File: src/rtl/pipe_addsub.sv
// pipe_addsub: pipelined add/sub/addc/subb built from 4-bit carry-lookahead groups,
// one WIDTH/STAGES-bit segment per stage with registered inter-segment carries.
module pipe_addsub #(
  parameter int WIDTH  = 16,
  parameter int STAGES = 2,
  parameter int SAT    = 0
) (
  input  logic             clk,
  input  logic             rst_n,
  input  logic             in_valid,
  output logic             in_ready,
  input  logic [WIDTH-1:0] A,
  input  logic [WIDTH-1:0] B,
  input  logic [1:0]       op,
  input  logic             Cin,
  output logic             out_valid,
  input  logic             out_ready,
  output logic [WIDTH-1:0] Sum,
  output logic             Cout,
  output logic             Ovf,
  output logic             Zero
);
  localparam int G = WIDTH / STAGES;
  logic w_adv;
  assign w_adv    = !out_valid || out_ready;
  assign in_ready = w_adv;
  function automatic logic [4:0] cla4(input logic [3:0] a, input logic [3:0] b, input logic c);
    logic [3:0] g, p;
    logic [4:0] cc;
    g     = a & b;
    p     = a ^ b;
    cc[0] = c;
    cc[1] = g[0] | (p[0] & c);
    cc[2] = g[1] | (p[1] & g[0]) | (p[1] & p[0] & c);
    cc[3] = g[2] | (p[2] & g[1]) | (p[2] & p[1] & g[0]) | (p[2] & p[1] & p[0] & c);
    cc[4] = g[3] | (p[3] & g[2]) | (p[3] & p[2] & g[1]) | (p[3] & p[2] & p[1] & g[0])
          | (p[3] & p[2] & p[1] & p[0] & c);
    return {cc[4], p ^ cc[3:0]};
  endfunction
  genvar k;
  for (k = 0; k < STAGES; k++) begin : g_st
    localparam int R = WIDTH - k * G;
    localparam int P = (k + 1) * G;
    logic         w_v, w_c, w_co;
    logic [R-1:0] w_a, w_b;
    logic [G-1:0] w_seg;
    logic [P-1:0] w_raw, w_ns, r_s;
    logic         r_v, r_c;
    if (k == 0) begin : g_in
      // op is folded into B' and the carry-in here, so it need not travel further
      assign w_v   = in_valid;
      assign w_a   = A;
      assign w_b   = op[0] ? ~B : B;
      assign w_c   = op[1] ? Cin ^ op[0] : op[0];
      assign w_raw = w_seg;
    end else begin : g_mid
      assign w_v   = g_st[k-1].r_v;
      assign w_a   = g_st[k-1].g_op.r_a;
      assign w_b   = g_st[k-1].g_op.r_b;
      assign w_c   = g_st[k-1].r_c;
      assign w_raw = {w_seg, g_st[k-1].r_s};
    end
    always_comb begin
      logic c;
      c     = w_c;
      w_seg = '0;
      for (int j = 0; j < G / 4; j++) {c, w_seg[4*j+:4]} = cla4(w_a[4*j+:4], w_b[4*j+:4], c);
      w_co  = c;
    end
    always_ff @(posedge clk) begin
      if (!rst_n) begin
        r_v <= 1'b0;
        r_c <= 1'b0;
        r_s <= '0;
      end else if (w_adv) begin
        r_v <= w_v;
        r_c <= w_co;
        r_s <= w_ns;
      end
    end
    if (k < STAGES - 1) begin : g_op
      logic [R-G-1:0] r_a, r_b;
      assign w_ns = w_raw;
      always_ff @(posedge clk) begin
        if (w_adv) begin
          r_a <= w_a[R-1:G];
          r_b <= w_b[R-1:G];
        end
      end
    end else begin : g_fin
      logic w_ovf, r_o;
      assign w_ovf = (w_a[G-1] == w_b[G-1]) && (w_seg[G-1] != w_a[G-1]);
      assign w_ns  = (SAT != 0 && w_ovf) ? {w_a[G-1], {(P-1){~w_a[G-1]}}} : w_raw;
      always_ff @(posedge clk) begin
        if (!rst_n) r_o <= 1'b0;
        else if (w_adv) r_o <= w_ovf;
      end
    end
  end
  assign out_valid = g_st[STAGES-1].r_v;
  assign Sum       = g_st[STAGES-1].r_s;
  assign Cout      = g_st[STAGES-1].r_c;
  assign Ovf       = g_st[STAGES-1].g_fin.r_o;
  assign Zero      = out_valid && Sum == '0;
endmodule

File: config.mk
export PLATFORM = sky130hd
export DESIGN_NAME = pipe_addsub
export DESIGN_NICKNAME = d
export VERILOG_FILES = /design/src/rtl/pipe_addsub.sv
export SDC_FILE = /design/constraint.sdc
export NUM_CORES = 1
export LEC_CHECK = 0
export BUFFER_PORTS_ARGS = -buffer_cell sky130_fd_sc_hd__buf_4
export CORE_ASPECT_RATIO = 1.25
export CORE_MARGIN = 2
export CORE_UTILIZATION = 53
export CTS_CLUSTER_SIZE = 25
export DETAILED_ROUTE_END_ITERATION = 16
export PLACE_DENSITY = 0.8
export SLEW_MARGIN = 20
export SYNTH_ARGS = -nofsm -noshare
export SYNTH_HDL_FRONTEND = slang
export SYNTH_SLANG_ARGS = --single-unit
File: constraint.sdc
create_clock -name clk -period 3.05 [get_ports clk]
set_input_delay 0.4575 -clock clk [delete_from_list [all_inputs] [get_ports clk]]
set_output_delay 0.4575 -clock clk [all_outputs]
set_load 0.02 [all_outputs]
==> metrics.md, run 1 <==
| Metric | Value |
|---|---|
| Status | finished, final reports clean |
| Crit path kind | reg2reg |
| Minimum clock period | 2.34 ns |
| Clock Latency Late Sink | 0.29 ns |
| Global-route wire length before repair | 7.65 mm |
| Area contributors post-synth | dfxtp_1, edfxtp_1, ha_1 |
| Final Util | 67.4% |
| Leak | 1.30 nW |
| CTS tree | built |
| Seq cells post-synth | 45 |
| Core Footprint | 4320 um2 |
| Number of synthesized flops with an enable pin | 16 |
| CP Cell Sequence | ha_1 > a211oi_1 > o21bai_1 > a21o_1 > fa_1 > xnor2_1 > a211oi_1 |
| Largest net degree at the start of global routing | 33 |
| Routability cong. | 0.803 |
| Largest stage delay, worst path | 0.40 ns |
| Internal power | 1.07 mW |
| Sink Count | 45 |
| Die Y | 78.3 um |
| Pwr dens | 526 nW/um2 |
| Relative slew slack | 43.8% |
| Ports | 60 |
| RSZ-0062 raised after global routing | false |
| Initial Utilization | 54.1% |
| Yosys warnings | 0 |
| Antenna Nets Post-Route | 0 |
| Post-route cell area | 2920 um2 |
| # rows | 27 |
| Inst Count DP | 352 |
| WP data required | 3.26 ns |
| Sequential share of power | 48.9% |
| Most common cell in the netlist | nand2_1 |
| Worst R2R Setup Slack | 0.71 ns |
| CTS Buf Count | 5 |
| Post-CTS Setup Inserts | 0 |
| Total grt overflow | 0 |
| Max frequency | 0.427 GHz |
| Hold-fix buffers at CTS | 0 |
| Via count of the first global-routing pass | 1740 |
| Sw power | 467 uW |
| Clk root buf | clkbuf_8 |
| Drt first-iter violations | 84 |
| Combinational power share | 28.4% |
| Distinct cells, synth | 40 |
| Post-Route Setup TNS | 0 ns |
| Syn Area/Cell | 9.63 um2 |
| WP data arrival | 2.55 ns |
| Die span in x | 63.4 um |
| Peak supply drop | 0.314 mV |
| Synth Flop Type | dfxtp_1 |
| Area leader, netlist | dfxtp_1 |
| Maxcap violations | 0 |
| Clock Skew | 0.00760 ns |
| Final max-slew violation count | 0 |
| Final Instance Count excl. Fillers | 360 |
| Seq/Total Area, Yosys | 45.3% |
| Initial antenna violation count | 0 |
| Diodes inserted | 0 |
| P&R area growth vs syn | 24.5% |
| Area of the die | 4970 um2 |
| Final clock period utilization by the worst path | 76.8% |
| Clock buffer depth | 2 |
| Post-Syn Nets | 302 |
| Vias | 1919 |
| Total Wirelength | 4.68 mm |
| Clock share of power | 22.7% |
| Clock transition at the registers of the reported paths | 0.08 ns |
| Post-Synthesis Cells | 243 |
| CP max FO | 3 |
| GRT Total Usage | 19.2% |
| Switch share | 30.4% |
| Worst setup EP type | register |
| DRC | 0 |
| Post-CTS Resized | 0 |
| Share of cells above drive strength 1 | 23.5% |
| Crit-path slowest cell | edfxtp_1 |
| Detail Placement HPWL | 3.51 mm |
| # nets final | 360 |
| Cell mode on critical path | a211oi_1 |
| Cell Area, Placed | 2830 um2 |
| Final WS setup | 0.707 ns |
| Final Setup Violations | 0 |
| Fin. Hold Viols | 0 |
| Worst hold path type | in2reg |
| H-tree levels | 2 |
| Post-synth ARST share | 0% |
| Routed wire per std cell | 13.0 um |
| Cell Area, Synth | 2340 um2 |
| CP Launch Type | register |
| Synth cell count leaders | nand2_1, dfxtp_1, a21oi_1, xor2_1 |
| Least-Margin Pin Slew | 0.843 ns |
| Worst slack at placement | 0.452 ns |
| TritonRoute pass-1 iters | 4 |
| Area share of the largest cell type after synthesis | 24.8% |
| Routed vias/inst | 5.33 |
| I/O Buffers | 59 |
[state kept, by name, indices dropped and copies added (netlist names), 8 cells and up]
register       cells
Sum               16
g_st.g_op.r_a      8
g_st.g_op.r_b      8
g_st.r_s           8
[area by class of cell]
type                    count  area (um2)
inverters                  10        37.5
flip-flops and latches     45        1060
clock buffers               7        76.3
well taps                  58        72.6
repair buffers             63         473
clock inverters             1        5.00
fillers                   379        1410
multi-input cells         176        1190
[through the flow]
step	hold slack [ns]	total power, mW
floorplan	0.432	1.04
global placement	0.441	1.18
detailed placement	0.445	1.20
CTS	0.327	1.55
global route	0.323	1.63
finish	0.337	1.53
[logic make-up (layout without fill, tap and decap cells)]
group	count (synthesis)	in the layout	synth area share [%]
compound gates	54	54	14.5
buf+inv	22	81	3.96
flops	45	45	45.3
xor+xnor	21	21	7.86
simple gates	81	81	16.4
fa+ha+maj	20	20	12.0
[path summary, 6_finish.rpt]
kind / start / end / cells past startpoint
min: A[11] / g_st[0].g_op.r_a[3]$_DFFE_PP_ / 1
min reg2reg: g_st[0].r_s[2]$_SDFFE_PN0P_ / g_st[0].r_s[2]$_SDFFE_PN0P_ / 2
max: g_st[0].g_op.r_a[0]$_DFFE_PP_ / Sum[13]$_SDFFE_PN0P_ / 7
max reg2reg: g_st[0].g_op.r_a[0]$_DFFE_PP_ / Sum[13]$_SDFFE_PN0P_ / 7
[power groups by stage]
stage               clock network, mW  logic, mW  registers, mW
floorplan                           0      0.243          0.795
detailed placement                  0      0.436          0.763
global placement                    0      0.422          0.761
global route                    0.389      0.480          0.761
CTS                             0.358      0.439          0.750
finish                          0.348      0.436          0.750
[metal layers]
layer	wire length [um]	GRT usage (%)	up-vias
met1	2080	24.4	888
met2	2380	33.2	54
met4	21	5.87	0
met5	0	0	-
met3	197	3.58	2
li1	-	-	975
[worst max-delay path: cells and delay by family (launching register included)]
family,cells,cell delay (ns)
AOI/OAI and AO/OA,4,1.01
adders and majority gates,2,0.70
DFF,1,0.40
xor gates and xnor gates,1,0.14
[layout by cell type, fill, tap and decap left out, types with 4 or more instances in the layout]
cell type / instances
o21ai_0: 8
a211oi_1: 5
nor4_1: 4
buf_4: 63
ha_1: 16
nor3_1: 5
nand3_1: 12
fa_1: 4
edfxtp_1: 16
nor2_1: 10
xnor2_1: 4
clkbuf_8: 5
nand2_1: 35
a21o_1: 5
xor2_1: 17
a21oi_1: 22
inv_1: 10
dfxtp_1: 29
Note: power is estimated with default switching activity, not from simulation.
==> run 2: changes to the inputs <==
--- a/config.mk
+++ b/config.mk
@@ -5,13 +5,14 @@
 export SDC_FILE = /design/constraint.sdc
 export NUM_CORES = 1
 export LEC_CHECK = 0
+export ABC_AREA = 1
 export BUFFER_PORTS_ARGS = -buffer_cell sky130_fd_sc_hd__buf_4
 export CORE_ASPECT_RATIO = 1.25
 export CORE_MARGIN = 2
-export CORE_UTILIZATION = 53
+export CORE_UTILIZATION = 48
 export CTS_CLUSTER_SIZE = 25
 export DETAILED_ROUTE_END_ITERATION = 16
-export PLACE_DENSITY = 0.8
+export PLACE_DENSITY = 0.76
 export SLEW_MARGIN = 20
 export SYNTH_ARGS = -nofsm -noshare
 export SYNTH_HDL_FRONTEND = slang
==> constraint.sdc (replaced) <==
create_clock -name clk -period 1.9 [get_ports clk]
set_input_delay 0.285 -clock clk [delete_from_list [all_inputs] [get_ports clk]]
set_output_delay 0.285 -clock clk [all_outputs]
set_load 0.02 [all_outputs]
==> run 2 against run 1 <==
Effect of this change: sequential share of layout area fell by 3.1 points; area after synthesis rose by 6.8%; register-to-register slack got worse by 0.56 ns; global-route usage fell by 1.6 points; non-clock buffer count rose by 9; design area rose by 9.3%; flip-flop and latch count did not move; clock skew fell by 0.0020 ns; die area rose by 17%; highest routed layer unchanged; hold slack got worse by 0.18 ns; core utilization fell by 4.3 points; wire length rose by 1.9%.
==> metrics.md, run 2 <==
| Metric | Value |
|---|---|
| Status | finished, final reports clean |
| Crit-path slowest cell | dfxtp_1 |
| Maxcap violations | 0 |
| Core Footprint | 5040 um2 |
| Worst hold path type | in2reg |
| Cell Area, Placed | 3050 um2 |
| Detail Placement HPWL | 3.60 mm |
| DRC | 0 |
| Hold-fix buffers at CTS | 0 |
| Final Instance Count excl. Fillers | 421 |
| Area leader, netlist | dfxtp_1 |
| Crit path max-delay family | simple AND/OR/NAND/NOR gates |
| Max reg flops | 16 |
| Distinct cells, synth | 34 |
| Final Setup Violations | 0 |
| Final max-slew violation count | 0 |
| Post-CTS Resized | 0 |
| Area contributors post-synth | dfxtp_1, edfxtp_1, ha_1 |
| Mux contribution to synthesized area | 0% |
| Synth cell count leaders | inv_1, nand2_1, dfxtp_1, nor2_1 |
| Initial Utilization | 49.6% |
| Share of cells above drive strength 1 | 29.2% |
| Synth Area in Simple Gates | 18.0% |
| Total Wirelength | 4.77 mm |
| Adder-Cell Fraction of Synth Area | 11.2% |
| TritonRoute pass-1 iters | 4 |
| GRT Total Usage | 17.6% |
| # nets final | 417 |
| Diodes inserted | 0 |
| CP Launch Type | register |
| Post-synth ARST share | 0% |
| Die Y | 84.7 um |
| Routed wire per std cell | 11.3 um |
| H-tree levels | 2 |
| Max frequency | 0.571 GHz |
| Fin. Hold Viols | 0 |
| Final clock period utilization by the worst path | 92.2% |
| Final WS setup | 0.149 ns |
| Sink Count | 45 |
| CP Cell Sequence | nor4_2 > nand3_1 > nor4_1 > buf_4 |
| Area of the die | 5810 um2 |
| Drt first-iter violations | 73 |
| CTS Buf Count | 5 |
| CTS tree | built |
| Clk root buf | clkbuf_8 |
| Leak | 1.61 nW |
| RSZ-0062 raised after global routing | false |
| Hold Startpoint | A[10] |
| Launching point of the worst reg2reg path | g_st[0].g_op.r_a[3]$_DFFE_PP_ |
| Peak supply drop | 0.357 mV |
| I/O Buffers | 59 |
| WP data arrival | 1.47 ns |
| Most common cell in the netlist | inv_1 |
| P&R area growth vs syn | 27.4% |
| Final Power | 2.63 mW |
| Area share of the largest cell type after synthesis | 23.2% |
| Synth Flop Type | dfxtp_1 |
| Worst setup EP type | output pin |
| Minimum clock period | 1.75 ns |
| Clock transition at the registers of the reported paths | 0.08 ns |
| Relative slew slack | 72.7% |
| Commonest non-fill, non-tap cell in the layout | buf_4 |
| Largest stage delay, worst path | 0.34 ns |
| Worst Hold Path EP | g_st[0].g_op.r_a[2]$_DFFE_PP_ |
| Global-route wire length before repair | 7.89 mm |
| Most frequent cells in the layout | buf_4, inv_1, nand2_1 |
| Routed vias/inst | 4.81 |
| Post-Synthesis Cells | 289 |
| Clock Latency Late Sink | 0.29 ns |
| Seq cells post-synth | 45 |
| Number of synthesized flops with an enable pin | 16 |
| Pwr dens | 826 nW/um2 |
| Die span in x | 68.6 um |
| Final Util | 63.2% |
| Syn Area/Cell | 8.65 um2 |
| Ports | 60 |
| Post-Syn Nets | 348 |
| Fillers | 428 |
| # rows | 29 |
| Clock buffer depth | 2 |
| Cell Area, Synth | 2500 um2 |
| CP max FO | 3 |
| Vias | 2025 |
| Clock Skew | 0.00562 ns |
| Via count of the first global-routing pass | 1891 |
| Post-synthesis compound-gate area fraction | 10.9% |
| Antenna Nets Post-Route | 0 |
| WHS Path Cells | 1 |
| Post-CTS Setup Inserts | 0 |
| Reg2Reg Depth | 8 |
| Xor/xnor share of the synthesized area | 8.06% |
| Post-route cell area | 3190 um2 |
| Seq/Total Area, Yosys | 42.4% |
| Crit path kind | reg2out |
| Initial antenna violation count | 0 |
| Total grt overflow | 0 |
| Main combinational cell family by area after synthesis | simple AND/OR/NAND/NOR gates |
| WP data required | 1.62 ns |
| Routability cong. | 0.774 |
| Inst Count DP | 413 |
| Worst R2R Setup Slack | 0.15 ns |
| FF-to-FF End | Sum[12]$_SDFFE_PN0P_ |
| Bufs and invs on worst path | 1 |
| Yosys warnings | 0 |
| Largest net degree at the start of global routing | 42 |
| Worst slack at placement | -0.103 ns |
| Least-Margin Pin Slew | 0.409 ns |
run 2: changes by cell type in the layout (fill, tap and decap cells not counted), moves of 4 or more:
cell	change
buf_4	+9
a21oi_1	-5
nand3_1	+6
inv_2	+4
inv_1	+28
nand2_2	+6
o21ai_1	+6
nor2_1	+17
a211oi_1	-5
o21ai_0	+11
nor3_1	-4
a21o_1	-4
run 2: layout make-up:
type,instances,area (um2),area share [%]
inverters,43,164,5.15
clock inverters,2,13.8,0.432
flip-flops and latches,45,1060,33.3
repair buffers,72,541,17.0
clock buffers,6,72.6,2.28
multi-input cells,191,1260,39.4
well taps,62,77.6,2.44
run 2: power breakdown:
part | total, mW | internal [mW] | switching [mW]
sequential | 1.21 | 1.13 | 0.0821
clock | 0.580 | 0.260 | 0.320
combinational | 0.838 | 0.400 | 0.438
total | 2.63 | 1.79 | 0.840
run 2: how the worst max path moves through the flow:
stage | startpoint | to | slack (ns) | cells past startpoint
2_1_floorplan | op[0] | g_st[0].r_s[4]$_SDFFE_PN0P_ | -0.17 | 11
3_3_place_gp | op[0] | g_st[0].r_s[4]$_SDFFE_PN0P_ | -0.06 | 10
3_5_place_dp | op[0] | g_st[0].r_s[5]$_SDFFE_PN0P_ | -0.10 | 11
4_1_cts | g_st[0].g_op.r_a[3]$_DFFE_PP_ | Sum[12]$_SDFFE_PN0P_ | 0.05 | 8
5_1_grt | Sum[4]$_SDFFE_PN0P_ | Zero | 0.006 | 4
6_report | Sum[8]$_SDFFE_PN0P_ | Zero | 0.15 | 4
run 2: per-stage QoR:
step	TNS, ns	hold slack [ns]
after global placement	-0.120	0.443
final	0	0.160
after global routing	0	0.147
after CTS	0	0.154
after floorplan	-0.334	0.384
after detailed placement	-0.218	0.446
run 2: kinds of logic (layout without fill, tap and decap cells):
kind of cell | after synthesis | after routing
compound gates | 50 | 50
xor+xnor | 23 | 23
fa+ha+maj | 20 | 20
buf+inv | 53 | 123
flops | 45 | 45
simple gates | 98 | 98
run 2: metal layers:
metal / global-route usage (%) / vias to the layer above / share of wire (%)
li1: - / 1069 / -
met1: 20.3 / 909 / 40
met2: 30.5 / 43 / 52
met3: 5.09 / 4 / 6.1
met4: 5.45 / 0 / 1.3
met5: 0 / - / 0
==> run 3: changes to the inputs <==
==> constraint.sdc (replaced) <==
create_clock -name clk -period 1.9 [get_ports clk]
set_input_delay 0.285 -clock clk [delete_from_list [all_inputs] [get_ports clk]]
set_output_delay 0.285 -clock clk [all_outputs]
set_load 0.01 [all_outputs]
==> run 3 against run 2 <==
Effect of this change: global-route usage grew 0.86 points; critical endpoint is now Sum[12]$_SDFFE_PN0P_; first-iteration DRC count grew 8.2%; setup slack lost 0.018 ns; combinational power shrank 6.8%; critical path type is now reg2reg; power shrank 1.3%; clock-buffer cell count grew 1; die area is the same.
==> metrics.md, run 3 (same netlist as run 2, synthesis figures left out) <==
| Metric | Value |
|---|---|
| Status | finished, final reports clean |
| Switch share | 30.0% |
| Worst hold path type | in2reg |
| Clock Latency Late Sink | 0.30 ns |
| WHS Path Cells | 1 |
| Relative slew slack | 63.5% |
| # rows | 29 |
| Total grt overflow | 0 |
| Drt first-iter violations | 79 |
| Initial Utilization | 49.6% |
| Worst setup EP type | register |
| Post-route cell area | 3170 um2 |
| Worst R2R Setup Slack | 0.13 ns |
| I/O Buffers | 59 |
| Routed vias/inst | 4.82 |
| Final Util | 62.8% |
| FF-to-FF End | Sum[12]$_SDFFE_PN0P_ |
| WP data required | 2.13 ns |
| # nets final | 415 |
| Combinational power share | 30.1% |
| Leak | 1.60 nW |
| WP data arrival | 2.00 ns |
| Most frequent cells in the layout | buf_4, inv_1, nand2_1 |
| Sink Count | 45 |
| Final clock period utilization by the worst path | 93.1% |
| CP max FO | 4 |
| Final Instance Count excl. Fillers | 419 |
| DRC | 0 |
| Ports | 60 |
| Total Wirelength | 4.74 mm |
| Final Setup Violations | 0 |
| CP Launch Type | register |
| GRT Total Usage | 18.5% |
| Max frequency | 0.565 GHz |
| Vias | 2020 |
| Die span in x | 68.6 um |
| Cell Area, Placed | 3030 um2 |
| Crit path kind | reg2reg |
| Max reg flops | 16 |
| TritonRoute pass-1 iters | 5 |
| Post-Route Setup TNS | 0 ns |
| Fin. Hold Viols | 0 |
| Least-Margin Pin Slew | 0.547 ns |
| Internal power | 1.82 mW |
| Clk root buf | clkbuf_8 |
| P&R area growth vs syn | 26.7% |
| Largest net degree at the start of global routing | 57 |
| Final max-slew violation count | 0 |
| Inst Count DP | 411 |
| Clock Skew | 0.00827 ns |
| RSZ-0062 raised after global routing | false |
| H-tree levels | 2 |
| Clock buffer depth | 2 |
| Sequential share of power | 46.7% |
| Diodes inserted | 0 |
| Sw power | 778 uW |
| Commonest non-fill, non-tap cell in the layout | buf_4 |
| Die Y | 84.7 um |
| Hold WS | 0.159 ns |
| Antenna Nets Post-Route | 0 |
| Initial antenna violation count | 0 |
| Hold Startpoint | A[9] |
| CTS Buf Count | 5 |
| Share of cells above drive strength 1 | 28.6% |
| Area of the die | 5810 um2 |
| Core Footprint | 5040 um2 |
| Worst Hold Path EP | g_st[0].g_op.r_a[1]$_DFFE_PP_ |
| Clock share of power | 23.2% |
| Routed wire per std cell | 11.3 um |
| CTS tree | built |
| Minimum clock period | 1.77 ns |
| Reg2Reg Depth | 8 |
| Pwr dens | 819 nW/um2 |
| Clock transition at the registers of the reported paths | 0.08 ns |
| Global-route wire length before repair | 8.18 mm |
| Detail Placement HPWL | 3.60 mm |
| Launching point of the worst reg2reg path | g_st[0].g_op.r_a[3]$_DFFE_PP_ |
| Routability cong. | 0.764 |
| Maxcap violations | 0 |
| Via count of the first global-routing pass | 1910 |
| Peak supply drop | 0.435 mV |
| Post-CTS Setup Inserts | 0 |
## run 3: cell types whose count changed in the layout (fill, tap and decap cells not counted)
cell      change
inv_4         -1
nor4_1        +2
fa_2          +1
fa_1          -1
nor4_2        -2
buf_4         -2
clkbuf_8      +1
## run 3: worst max-delay path: stages, from the launching register on
cell	delay, ns
edfxtp_1	0.42
ha_4	0.28
nand2_1	0.10
nor2_2	0.04
nor2_2	0.08
nand3_2	0.09
fa_2	0.53
o21ai_1	0.07
nor2_1	0.08
## run 3: worst max-delay path by stage
| stage | start | endpoint | depth (start not counted) |
|---|---|---|---|
| global placement | op[0] | g_st[0].r_s[4]$_SDFFE_PN0P_ | 10 |
| floorplan | op[0] | g_st[0].r_s[4]$_SDFFE_PN0P_ | 11 |
| finish | g_st[0].g_op.r_a[3]$_DFFE_PP_ | Sum[12]$_SDFFE_PN0P_ | 8 |
| detailed placement | op[0] | g_st[0].r_s[5]$_SDFFE_PN0P_ | 11 |
| global route | g_st[0].g_op.r_a[0]$_DFFE_PP_ | Sum[12]$_SDFFE_PN0P_ | 8 |
| CTS | g_st[0].g_op.r_a[3]$_DFFE_PP_ | Sum[12]$_SDFFE_PN0P_ | 8 |
## run 3: power groups by stage
stage          Sequential (mW)  Combinational (mW)  Clock [mW]
2_1_floorplan             1.24               0.468           0
3_3_place_gp              1.22               0.745           0
3_5_place_dp              1.23               0.771           0
4_1_cts                   1.21               0.775       0.627
5_1_grt                   1.23               0.897       0.666
6_report                  1.21               0.781       0.603
## run 3: routing by layer
metal | wire [um] | GRT usage [%] | up-vias | share of wire (%)
met5 | 0 | 0 | - | 0
met4 | 69 | 7.45 | 0 | 1.5
met3 | 271 | 5.36 | 5 | 5.7
met2 | 2490 | 30.7 | 47 | 53
met1 | 1910 | 21.8 | 901 | 40
li1 | - | - | 1067 | -
## run 3: cell type report
class | count | area [um2]
clock buffer | 7 | 86.3
clock inverter | 1 | 7.51
fill | 439 | 1880
inverter | 43 | 164
multi-input combinational | 191 | 1250
sequential | 45 | 1060
tap | 62 | 77.6
timing repair buffer | 70 | 526
## run 3: metrics by stage
stage          setup WS (ns)  power (mW)
2_1_floorplan         -0.170        1.71
3_3_place_gp         -0.0815        1.97
3_5_place_dp          -0.138        2.00
4_1_cts              0.00589        2.61
5_1_grt              0.00594        2.79
6_report               0.131        2.60
## run 3: timing repair
action	4_1_cts	5_1_grt
setup endpoints to repair	0	4
hold buffers	0	0
resized for setup	0	5
